===== src/rtl/if_pkg.sv =====
// Shared types and constants for the instruction prefetch controller.
package if_pkg;

    localparam logic [31:0] INSTR_ALIGN_MASK  = 32'hFFFF_FFFC;
    localparam logic [31:0] DEFAULT_BOOT_ADDR = 32'h0000_0080;
    localparam logic [31:0] INSTR_STEP        = 32'd4;

    typedef struct packed {
        logic [31:0] addr;
        logic [31:0] rdata;
        logic        err;
    } fetch_entry_t;

    typedef enum logic {
        REQ_IDLE,
        REQ_HOLD
    } req_state_t;

endpackage


===== src/rtl/if_fetch_fifo.sv =====
// Circular FIFO holding fetched words; pointers carry a wrap bit so full/empty
// are distinguishable at any depth. Flush returns both pointers to zero.
module if_fetch_fifo #(
    parameter int unsigned DEPTH = 4,
    parameter type entry_t = logic [64:0],
    localparam int unsigned PTR_W = (DEPTH > 1) ? $clog2(DEPTH) : 1,
    localparam int unsigned CNT_W = $clog2(DEPTH + 1)
) (
    input  logic             clk_i,
    input  logic             rst_i,
    input  logic             push,
    input  logic             pop,
    input  logic             flush,
    input  entry_t           din,
    output logic             full,
    output logic             empty,
    output logic [CNT_W-1:0] occupancy,
    output entry_t           head
);

    logic [PTR_W-1:0] wr_idx;
    logic [PTR_W-1:0] rd_idx;
    logic             wr_wrap;
    logic             rd_wrap;
    logic             push_ok;
    logic             pop_ok;
    entry_t           mem [DEPTH];

    assign empty   = (wr_idx == rd_idx) && (wr_wrap == rd_wrap);
    assign full    = (wr_idx == rd_idx) && (wr_wrap != rd_wrap);
    assign pop_ok  = pop & ~empty;
    // A pop in the same cycle frees the slot, so a push at full is still legal.
    assign push_ok = push & (~full | pop_ok);
    assign head    = mem[rd_idx];

    always_comb begin
        if (wr_wrap == rd_wrap) begin
            occupancy = CNT_W'(wr_idx) - CNT_W'(rd_idx);
        end else begin
            occupancy = CNT_W'(DEPTH) - CNT_W'(rd_idx) + CNT_W'(wr_idx);
        end
    end

    always_ff @(posedge clk_i or posedge rst_i) begin
        if (rst_i) begin
            wr_idx  <= '0;
            rd_idx  <= '0;
            wr_wrap <= 1'b0;
            rd_wrap <= 1'b0;
        end else if (flush) begin
            wr_idx  <= '0;
            rd_idx  <= '0;
            wr_wrap <= 1'b0;
            rd_wrap <= 1'b0;
        end else begin
            if (push_ok) begin
                if (wr_idx == PTR_W'(DEPTH - 1)) begin
                    wr_idx  <= '0;
                    wr_wrap <= ~wr_wrap;
                end else begin
                    wr_idx <= wr_idx + PTR_W'(1);
                end
            end
            if (pop_ok) begin
                if (rd_idx == PTR_W'(DEPTH - 1)) begin
                    rd_idx  <= '0;
                    rd_wrap <= ~rd_wrap;
                end else begin
                    rd_idx <= rd_idx + PTR_W'(1);
                end
            end
        end
    end

    // Storage array: no reset, entries are only visible through valid pointers.
    always_ff @(posedge clk_i) begin
        if (push_ok && !flush) begin
            mem[wr_idx] <= din;
        end
    end

endmodule


===== src/rtl/if_prefetch_ctrl.sv =====
// Instruction prefetcher: issues sequential word fetches under a credit limit,
// buffers in-order responses and drops stale responses after a redirect.
module if_prefetch_ctrl
    import if_pkg::*;
#(
    parameter int unsigned DEPTH     = 4,
    parameter int unsigned MAX_OUTST = 2,
    parameter logic [31:0] BOOT_ADDR = DEFAULT_BOOT_ADDR
) (
    input  logic        clk_i,
    input  logic        rst_i,
    input  logic        fetch_enable_i,
    input  logic        branch_i,
    input  logic [31:0] branch_addr_i,
    output logic        instr_req_o,
    output logic [31:0] instr_addr_o,
    input  logic        instr_gnt_i,
    input  logic        instr_rvalid_i,
    input  logic [31:0] instr_rdata_i,
    input  logic        instr_err_i,
    output logic        valid_o,
    input  logic        ready_i,
    output logic [31:0] rdata_o,
    output logic [31:0] addr_o,
    output logic        err_o
);

    localparam int unsigned CNT_W = $clog2(DEPTH + 1);
    localparam int unsigned SUM_W = CNT_W + 1;

    logic [31:0]      fetch_addr;
    logic [31:0]      resp_addr;
    logic [31:0]      branch_target;
    logic [CNT_W-1:0] outst;
    logic [CNT_W-1:0] discard;
    logic [CNT_W-1:0] live;
    logic [CNT_W-1:0] occ;
    logic             credit_ok;
    logic             req_c;
    logic             gnt_acc;
    logic             rv_acc;
    logic             push;
    logic             pop;
    logic             fifo_full;
    logic             fifo_empty;
    fetch_entry_t     push_entry;
    fetch_entry_t     head;
    req_state_t       req_state_q;
    req_state_t       req_state_d;

    assign live          = outst - discard;
    assign credit_ok     = ((SUM_W'(occ) + SUM_W'(live)) < SUM_W'(DEPTH))
                           && (outst < CNT_W'(MAX_OUTST));
    assign branch_target = branch_addr_i & INSTR_ALIGN_MASK;

    // Request FSM: once raised, the request is held until granted or redirected.
    always_ff @(posedge clk_i or posedge rst_i) begin
        if (rst_i) begin
            req_state_q <= REQ_IDLE;
        end else begin
            req_state_q <= req_state_d;
        end
    end

    always_comb begin
        req_state_d = REQ_IDLE;
        req_c       = 1'b0;
        unique case (req_state_q)
            REQ_IDLE: req_c = fetch_enable_i & credit_ok;
            REQ_HOLD: req_c = 1'b1;
            default:  req_c = 1'b0;
        endcase
        if (branch_i) begin
            req_c = 1'b0;
        end
        if (req_c && !instr_gnt_i) begin
            req_state_d = REQ_HOLD;
        end
    end

    assign instr_req_o  = req_c & ~rst_i;
    assign instr_addr_o = fetch_addr;

    assign gnt_acc    = instr_req_o & instr_gnt_i;
    assign rv_acc     = instr_rvalid_i & (outst != '0);
    assign push       = rv_acc & (discard == '0) & ~branch_i;
    assign pop        = valid_o & ready_i;
    assign push_entry = {resp_addr, instr_rdata_i, instr_err_i};

    // Address, outstanding and discard counters; a redirect overrides all.
    always_ff @(posedge clk_i or posedge rst_i) begin
        if (rst_i) begin
            fetch_addr <= BOOT_ADDR;
            resp_addr  <= BOOT_ADDR;
            outst      <= '0;
            discard    <= '0;
        end else if (branch_i) begin
            fetch_addr <= branch_target;
            resp_addr  <= branch_target;
            outst      <= outst - CNT_W'(rv_acc);
            discard    <= outst - CNT_W'(rv_acc);
        end else begin
            if (gnt_acc) begin
                fetch_addr <= fetch_addr + INSTR_STEP;
            end
            outst <= outst + CNT_W'(gnt_acc) - CNT_W'(rv_acc);
            if (rv_acc) begin
                if (discard != '0) begin
                    discard <= discard - CNT_W'(1);
                end else begin
                    resp_addr <= resp_addr + INSTR_STEP;
                end
            end
        end
    end

    if_fetch_fifo #(
        .DEPTH   (DEPTH),
        .entry_t (fetch_entry_t)
    ) u_fifo (
        .clk_i     (clk_i),
        .rst_i     (rst_i),
        .push      (push),
        .pop       (pop),
        .flush     (branch_i),
        .din       (push_entry),
        .full      (fifo_full),
        .empty     (fifo_empty),
        .occupancy (occ),
        .head      (head)
    );

    assign valid_o = ~fifo_empty;
    assign rdata_o = fifo_empty ? 32'h0 : head.rdata;
    assign addr_o  = fifo_empty ? 32'h0 : head.addr;
    assign err_o   = fifo_empty ? 1'b0  : head.err;

    // Protocol checks: the credit rule must prevent overflow; the memory side
    // must never grant an absent request nor answer an unissued one.
    a_no_overflow: assert property (@(posedge clk_i) disable iff (rst_i)
        (push && fifo_full) |-> pop);
    a_gnt_has_req: assert property (@(posedge clk_i) disable iff (rst_i)
        instr_gnt_i |-> instr_req_o);
    a_rvalid_outst: assert property (@(posedge clk_i) disable iff (rst_i)
        instr_rvalid_i |-> (outst != '0));

endmodule

===== config.mk =====
export PLATFORM = sky130hd
export DESIGN_NAME = if_prefetch_ctrl
export DESIGN_NICKNAME = d
export VERILOG_FILES = /design/src/rtl/if_pkg.sv /design/src/rtl/if_fetch_fifo.sv /design/src/rtl/if_prefetch_ctrl.sv
export SDC_FILE = /design/constraint.sdc
export NUM_CORES = 1
export LEC_CHECK = 0
export BUFFER_PORTS_ARGS = -buffer_cell sky130_fd_sc_hd__buf_2
export CORE_AREA = 5 5 208 210
export DETAILED_ROUTE_END_ITERATION = 6
export DIE_AREA = 0 0 213 215
export PLACE_DENSITY = 0.65
export SLEW_MARGIN = 10
export SYNTH_ARGS = -nofsm -noshare
export SYNTH_HDL_FRONTEND = slang
export SYNTH_SLANG_ARGS = --single-unit

===== constraint.sdc =====
create_clock -name clk_i -period 4.18 [get_ports clk_i]
set_clock_uncertainty 0.2 [all_clocks]
set_input_delay 1.045 -clock clk_i [delete_from_list [all_inputs] [get_ports clk_i]]
set_output_delay 1.045 -clock clk_i [all_outputs]
set_load 0.005 [all_outputs]

==> flow_summary_export.csv, run 1 <==
group,metric,value,unit
status,outcome,"finished, final reports clean",
run,cap_violations,0,
detailed_routing,wire_per_inst,19.2,um
timing,drv_slew,0,
grt,grt_max_degree,67,
detailed_routing,drtIter0Drc,362,
timing,rsz0062_at_grt,"true",
detailed_routing,dr.pass1.iters,5,
floorplanning,fp.dieH,215,um
final_layout,n_antenna_cell,0,
floorplanning,fp.coreArea,41400,um^2
yosys,synth-compound-area-share,0.0235,
worst_setup_path,cp_slowest_stage_delay,490,ps
detailed_routing,vias,8113,
yosys,ys.flop_type,"edfxtp_1",
yosys,netlist.area_leader.share,0.534,
floorplanning,start_util,0.342,
pwr,ir_worst_vdd,313,uV
yosys,synth_area,14200,um^2
yosys,synth.distinct_cells,59,
timing,fin_crit_sh,0.985,
pwr,power.net_switching,0.00208,W
yosys,synthMuxAreaShare,0.130,
pwr,comb_power_share,0.150,
yosys,synthAdderAreaFrac,0.0210,
grt,grt_pass1_vias,8429,
grt,grtUsageTotal,0.137,
clock_network,clock_latency,530,ps
placed_design,gp_congestion,0.816,
yosys,yosys_warnings,0,
timing,period_needed,4120,ps
worst_setup_path,r2r-end,"outst[2]",
worst_setup_path,reg2regPathDepth,16,
yosys,synth_edf_count,252,
worst_setup_path,reg2reg_setup_slack,420,ps
grt,grt_pass1_wl,48900,um
yosys,syn_inst,888,
timing,postLayoutSetupSlackWorst,63.7,ps
placed_design,preCtsSetupSlack,326,ps
pwr,seq_power_share,0.469,
worst_setup_path,crit_type,"reg2out",
worst_setup_path,crit_path_start_kind,"register",
detailed_routing,route.detailed.drc,0,
pwr,pwr-share-clk,0.381,
timing,fmax,0.243,GHz
clock_network,cts_tree,"done",
clock_network,cts_root_buf,"clkbuf_16",
detailed_routing,vias_per_cell,4.96,
timing,hold_viol_final,0,
pwr,internal_power,0.00612,W
clock_network,cts_buffers,36,
yosys,synthTopCellsByArea,"edfxtp_1 (53%), dfrtp_1 (13%), mux4_2 (10%)",
worst_setup_path,cp-endpoint,"instr_req_o",
timing,tightest_slew,802,ps
yosys,synth_top_cell_by_area,"edfxtp_1",
worst_setup_path,cpMaxStageDelayCell,"dfrtp_4",
pwr,power,0.00820,W
placed_design,portBuffers,164,
yosys,synth_top_family_by_area,"multiplexers",
floorplanning,die_width,213,um
detailed_routing,ant_nets,0,
yosys,async_flop_share,0.225,
worst_setup_path,cp-startpoint,"u_fifo.rd_idx[0]",
yosys,synth-simple-area-share,0.105,
floorplanning,ioPinCount,171,
grt,antenna_found_initial,3,
timing,setup_viol,0,
pwr,p_leak,6.19,nW
yosys,yosysMostFrequentCell,"edfxtp_1",
worst_setup_path,required,2930,ps
yosys,seq_area_frac_synth,0.663,
timing,slew_headroom,0.465,
floorplanning,die-area,45800,um^2
yosys,synth_common_cells,"edfxtp_1 (252), dfrtp_1 (71), and2_1 (69), mux4_2 (63), nand2_1 (33)",
pwr,pwr_density_cell,484,nW/um^2
clock_network,htreeDepth,2,
yosys,synth_xor_area_frac,0.0322,
worst_setup_path,r2r_start,"outst[0]",
clock_network,cts.sinks,325,
final_layout,fill_cells,3791,
worst_setup_path,path_max_fanout,3,
clock_network,cts_buffer_depth,3,
clock_network,clkTransAtPathRegs,50,ps
placed_design,hpwl,20800,um
yosys,ys_ff_latch,325,
final_layout,nets,1163,
worst_setup_path,end_kind,"primary output",
floorplanning,fp-row-count,75,
hold_path,hold_class,"reg2reg",
worst_setup_path,crit_chain,"ha_4, fa_1, inv_1, ha_1, or3b_4, a41oi_4, nor3_2, buf_2",
detailed_routing,wirelength,31500,um
final_layout,drive_gt1_frac,0.323,
yosys,syn_area_per_cell,15.9,um^2
final_layout,area_growth,19.6,%
worst_setup_path,cp.arrival,2870,ps
grt,grt_overflow,0,
pwr,p_sw_frac,0.254,
==> per-stage QoR <==
step	cell area (um^2)	hold slack, ps	instances	setup TNS, ps	util
finish	16900	369	1636	0	0.409
global route	16900	391	1636	-271	0.409
CTS	16900	368	1634	0	0.409
detailed placement	15700	358	1567	0	0.379
global placement	15700	347	1567	0	0.379
floorplan	14200	302	891	0	-
==> logic make-up after synthesis <==
kind of cell    count (synthesis)
mux                           102
xor+xnor                       52
simple gates                  259
other cells                     1
compound gates                 48
buf+inv                        79
fa+ha+maj                      22
flops                         325
==> cell usage in the layout, fill, tap and decap left out, drive strengths merged, types with 4 or more instances in the layout <==
master    n
edfxtp  252
buf     188
dfrtp    71
and2     69
mux4     63
clkbuf   51
nand2    33
inv      31
mux2     30
nor2     29
xnor2    27
xor2     25
nand3    22
ha       19
nor4     18
nand4    17
nor3     17
and3     14
a21oi    12
clkinv   11
and4      9
mux2i     9
nand2b    8
o21ai     7
or3       6
a21boi    5
a31oi     4
conb      4
nor3b     4
==> layout make-up <==
cell class	count	area, um^2	area share
clock buffer	51	997	0.0589
tap	539	674	0.0398
timing repair buffer	188	1080	0.0635
sequential	325	9400	0.555
multi-input combinational	487	4490	0.265
inverter	31	116	0.00687
clock inverter	15	189	0.0112
==> power groups by stage <==
| stage | clock, W | sequential (W) | combinational (W) |
|---|---|---|---|
| 2_1_floorplan | 0 | 0.00386 | 0.000800 |
| 3_3_place_gp | 0 | 0.00390 | 0.00120 |
| 3_5_place_dp | 0 | 0.00391 | 0.00121 |
| 4_1_cts | 0.00323 | 0.00384 | 0.00124 |
| 5_1_grt | 0.00335 | 0.00387 | 0.00140 |
| 6_report | 0.00312 | 0.00384 | 0.00123 |
==> critical path: cells and delay by family, from the launching register on <==
kind                     cells  cell delay [ps]
flip-flops                   1              490
AND/OR/NAND/NOR              2              460
buffers and inverters        2              190
adder cells (fa/ha/maj)      3              910
AO/OA/AOI/OAI                1              300
==> flip-flops by register name, indices dropped and copies added, names as in the netlist <==
name            count
u_fifo.mem        252
instr_addr_o       30
resp_addr          30
discard             3
outst               3
u_fifo.rd_idx       2
u_fifo.wr_idx       2
req_state_q         1
u_fifo.rd_wrap      1
u_fifo.wr_wrap      1
==> layer usage <==
| layer | GRT usage | routed length, um | vias to the layer above |
|---|---|---|---|
| met3 | 0.0268 | 1550 | 43 |
| met1 | 0.191 | 14200 | 4098 |
| met5 | 0 | 0 | - |
| li1 | - | - | 3765 |
| met4 | 0.0382 | 648 | 0 |
| met2 | 0.221 | 15100 | 207 |
==> how the worst min path moves through the flow <==
stage | start | to | slack [ps] | cells past startpoint
final | u_fifo.wr_wrap | u_fifo.wr_wrap | 370 | 2
after global placement | u_fifo.rd_wrap | u_fifo.rd_wrap | 350 | 2
after global routing | resp_addr[7] | u_fifo.mem[1][40] | 390 | 0
after CTS | rst_i | instr_addr_o[31] | 370 | 2
after detailed placement | u_fifo.rd_wrap | u_fifo.rd_wrap | 360 | 2
after floorplan | resp_addr[28] | u_fifo.mem[0][61] | 300 | 0
==> what timing repair did <==
item	4_1_cts	5_1_grt
endpoints found under the setup margin	1	15
pin swaps	1	5
hold buffers	0	0
buffers inserted	1	2
resized for setup	4	4
Note: power is estimated with default switching activity, not from simulation.
==> run 2, diff against run 1 <==
Settings changed: CORE_AREA 5 5 208 210 to 5 5 186 233, DIE_AREA 0 0 213 215 to 0 0 191 238.
Clock period 4.18 ns to 3.6 ns, I/O delays scaled along.
==> run 2 against run 1 <==
Against the previous run:
- the flow now finishes with violations (setup timing)
- critical path depth increased by 10
- sequential power increased by 17%
- clock power increased by 13%
- cell area increased by 2.1%
- global-route usage increased by 0.66 points
- total power increased by 18%
- register-to-register slack got worse by 840 ps
- combinational power increased by 36%
- largest power group unchanged
==> flow_summary_export.csv, run 2 (synthesis results as in run 1) <==
group,metric,value,unit
placed_design,placedCellCount,1594,
detailed_routing,vias_per_cell,4.96,
clock_network,holdBufCountCts,0,
worst_setup_path,r2r_start,"outst[0]",
worst_setup_path,critPathBufInv,6,
clock_network,clkTransAtPathRegs,60,ps
floorplanning,fp.coreArea,40800,um^2
worst_setup_path,path_max_fanout,2,
detailed_routing,wirelength,33000,um
worst_setup_path,crit_chain,"inv_2, ha_4, inv_2, fa_2, xor2_2, xnor2_1, ha_1, nor3b_2, a41oi_4, buf_4, buf_6, or3_4, ha_4, inv_1, ha_4, fa_2, inv_1, o21ai_1",
detailed_routing,wire_per_inst,19.9,um
placed_design,dpl_cell_area,15900,um^2
final_layout,largest_reg_flops,252,
placed_design,gp_congestion,0.850,
final_layout,final_common_cell,"edfxtp_1",
grt,grt_pass1_wl,50800,um
worst_setup_path,reg2regPathDepth,18,
timing,slew_headroom,0.496,
run,cap_violations,0,
detailed_routing,ant_nets,0,
timing,postLayoutSetupSlackWorst,-425,ps
clock_network,cts_buffer_depth,3,
worst_setup_path,end_kind,"register",
status,outcome,"finished, violations left",
pwr,ir_worst_vdd,356,uV
clock_network,cts_buffers,35,
placed_design,hpwl,21000,um
final_layout,area_growth,22.1,%
clock_network,cts_tree,"done",
timing,period_needed,4020,ps
final_layout,drive_gt1_frac,0.341,
clock_network,htreeDepth,2,
grt,grt_overflow,0,
floorplanning,start_util,0.347,
clock_network,cts_root_buf,"clkbuf_16",
timing,fin_crit_sh,1.12,
final_layout,final_cell_mix,"edfxtp_1 (252), buf_2 (164), dfrtp_1 (69)",
floorplanning,fp.dieH,238,um
timing,fmax,0.248,GHz
detailed_routing,vias,8242,
timing,setup_viol,3,
grt,grtUsageTotal,0.144,
worst_setup_path,reg2reg_setup_slack,-420,ps
floorplanning,die-area,45500,um^2
worst_setup_path,crit_type,"reg2reg",
grt,grt_max_degree,61,
worst_setup_path,crit_path_start_kind,"register",
worst_setup_path,cp_slowest_stage_delay,520,ps
pwr,p_leak,6.31,nW
clock_network,cts.sinks,325,
final_layout,final_cells,1663,
detailed_routing,drtIter0Drc,428,
timing,finalSetupTns,-1200,ps
worst_setup_path,crit_family,"adder cells",
detailed_routing,dr.pass1.iters,4,
worst_setup_path,r2r-end,"outst[1]",
hold_path,hold_class,"in2async",
grt,grt_pass1_vias,8741,
worst_setup_path,cp.arrival,4280,ps
pwr,pwr_density_cell,558,nW/um^2
worst_setup_path,required,3850,ps
clock_network,clock_latency,530,ps
floorplanning,fp-row-count,83,
floorplanning,ioPinCount,171,
worst_setup_path,cpMaxStageDelayCell,"fa_2",
timing,rsz0062_at_grt,"true",
final_layout,nets,1179,
worst_setup_path,cp_common_cell,"ha_4",
status,violations,"setup timing",
timing,drv_slew,0,
placed_design,portBuffers,164,
detailed_routing,route.detailed.drc,0,
grt,antenna_found_initial,2,
final_layout,final_area,17300,um^2
timing,hold_viol_final,0,
timing,tightest_slew,756,ps
floorplanning,die_width,191,um
final_layout,regMostFlops,"u_fifo.mem",
pwr,power,0.00966,W
==> run 2: cell count changes in the layout (fill, tap and decap cells not counted), sizes merged <==
cell	previous run	this run
diode	0	1
clkinv	11	10
clkbuf	51	47
buf	188	203
inv	31	34
==> run 2: through the flow <==
step | util | hold WS, ps | worst slack [ps]
6_report | 0.424 | 141 | -425
5_1_grt | 0.424 | 136 | -525
4_1_cts | 0.419 | 113 | -441
3_5_place_dp | 0.389 | 372 | -246
3_3_place_gp | 0.389 | 359 | -193
2_1_floorplan | - | 302 | -213
==> run 2: worst register-to-register path: cells and delay by family (launching register included) <==
kind                     cells  cell delay, ps
adder cells (fa/ha/maj)      6            1680
AND/OR/NAND/NOR              2             590
buffers and inverters        6             490
flip-flops                   1             390
XOR/XNOR                     2             310
AO/OA/AOI/OAI                2             280
==> run 2: area by class of cell <==
cell class / count / area (um^2)
Fill cell: 3659 / 23500
Sequential cell: 325 / 9400
Multi-Input combinational cell: 487 / 4580
Timing Repair Buffer: 205 / 1390
Clock buffer: 45 / 913
Tap cell: 552 / 691
Clock inverter: 17 / 203
Inverter: 31 / 116
Antenna cell: 1 / 2.50
==> run 2: how the worst max path moves through the flow <==
stage,start,to,slack [ps],cells past startpoint
detailed placement,outst[0],outst[2],-250,16
floorplan,outst[0],outst[2],-210,18
finish,outst[0],outst[1],-420,18
global route,outst[0],instr_req_o,-520,12
global placement,u_fifo.rd_idx[0],rdata_o[15],-190,5
CTS,outst[0],instr_req_o,-440,12
==> run 2: routing by layer <==
layer / track usage / routed length, um
met1: 0.188 / 14100
met2: 0.250 / 16800
met3: 0.0239 / 1470
met4: 0.0392 / 652
met5: 0 / 0
==> run 2: what timing repair did <==
| action | CTS | global route |
|---|---|---|
| setup buffers | 2 | 3 |
| gates resized for setup | 17 | 27 |
| cloned | 0 | 2 |
| pin swaps | 8 | 10 |
| setup endpoints to repair | 64 | 69 |
==> run 2: report_power, final <==
part / internal [W] / switching (W)
Clock: 0.00204 / 0.00147
Combinational: 0.000833 / 0.000833
Sequential: 0.00427 / 0.000211
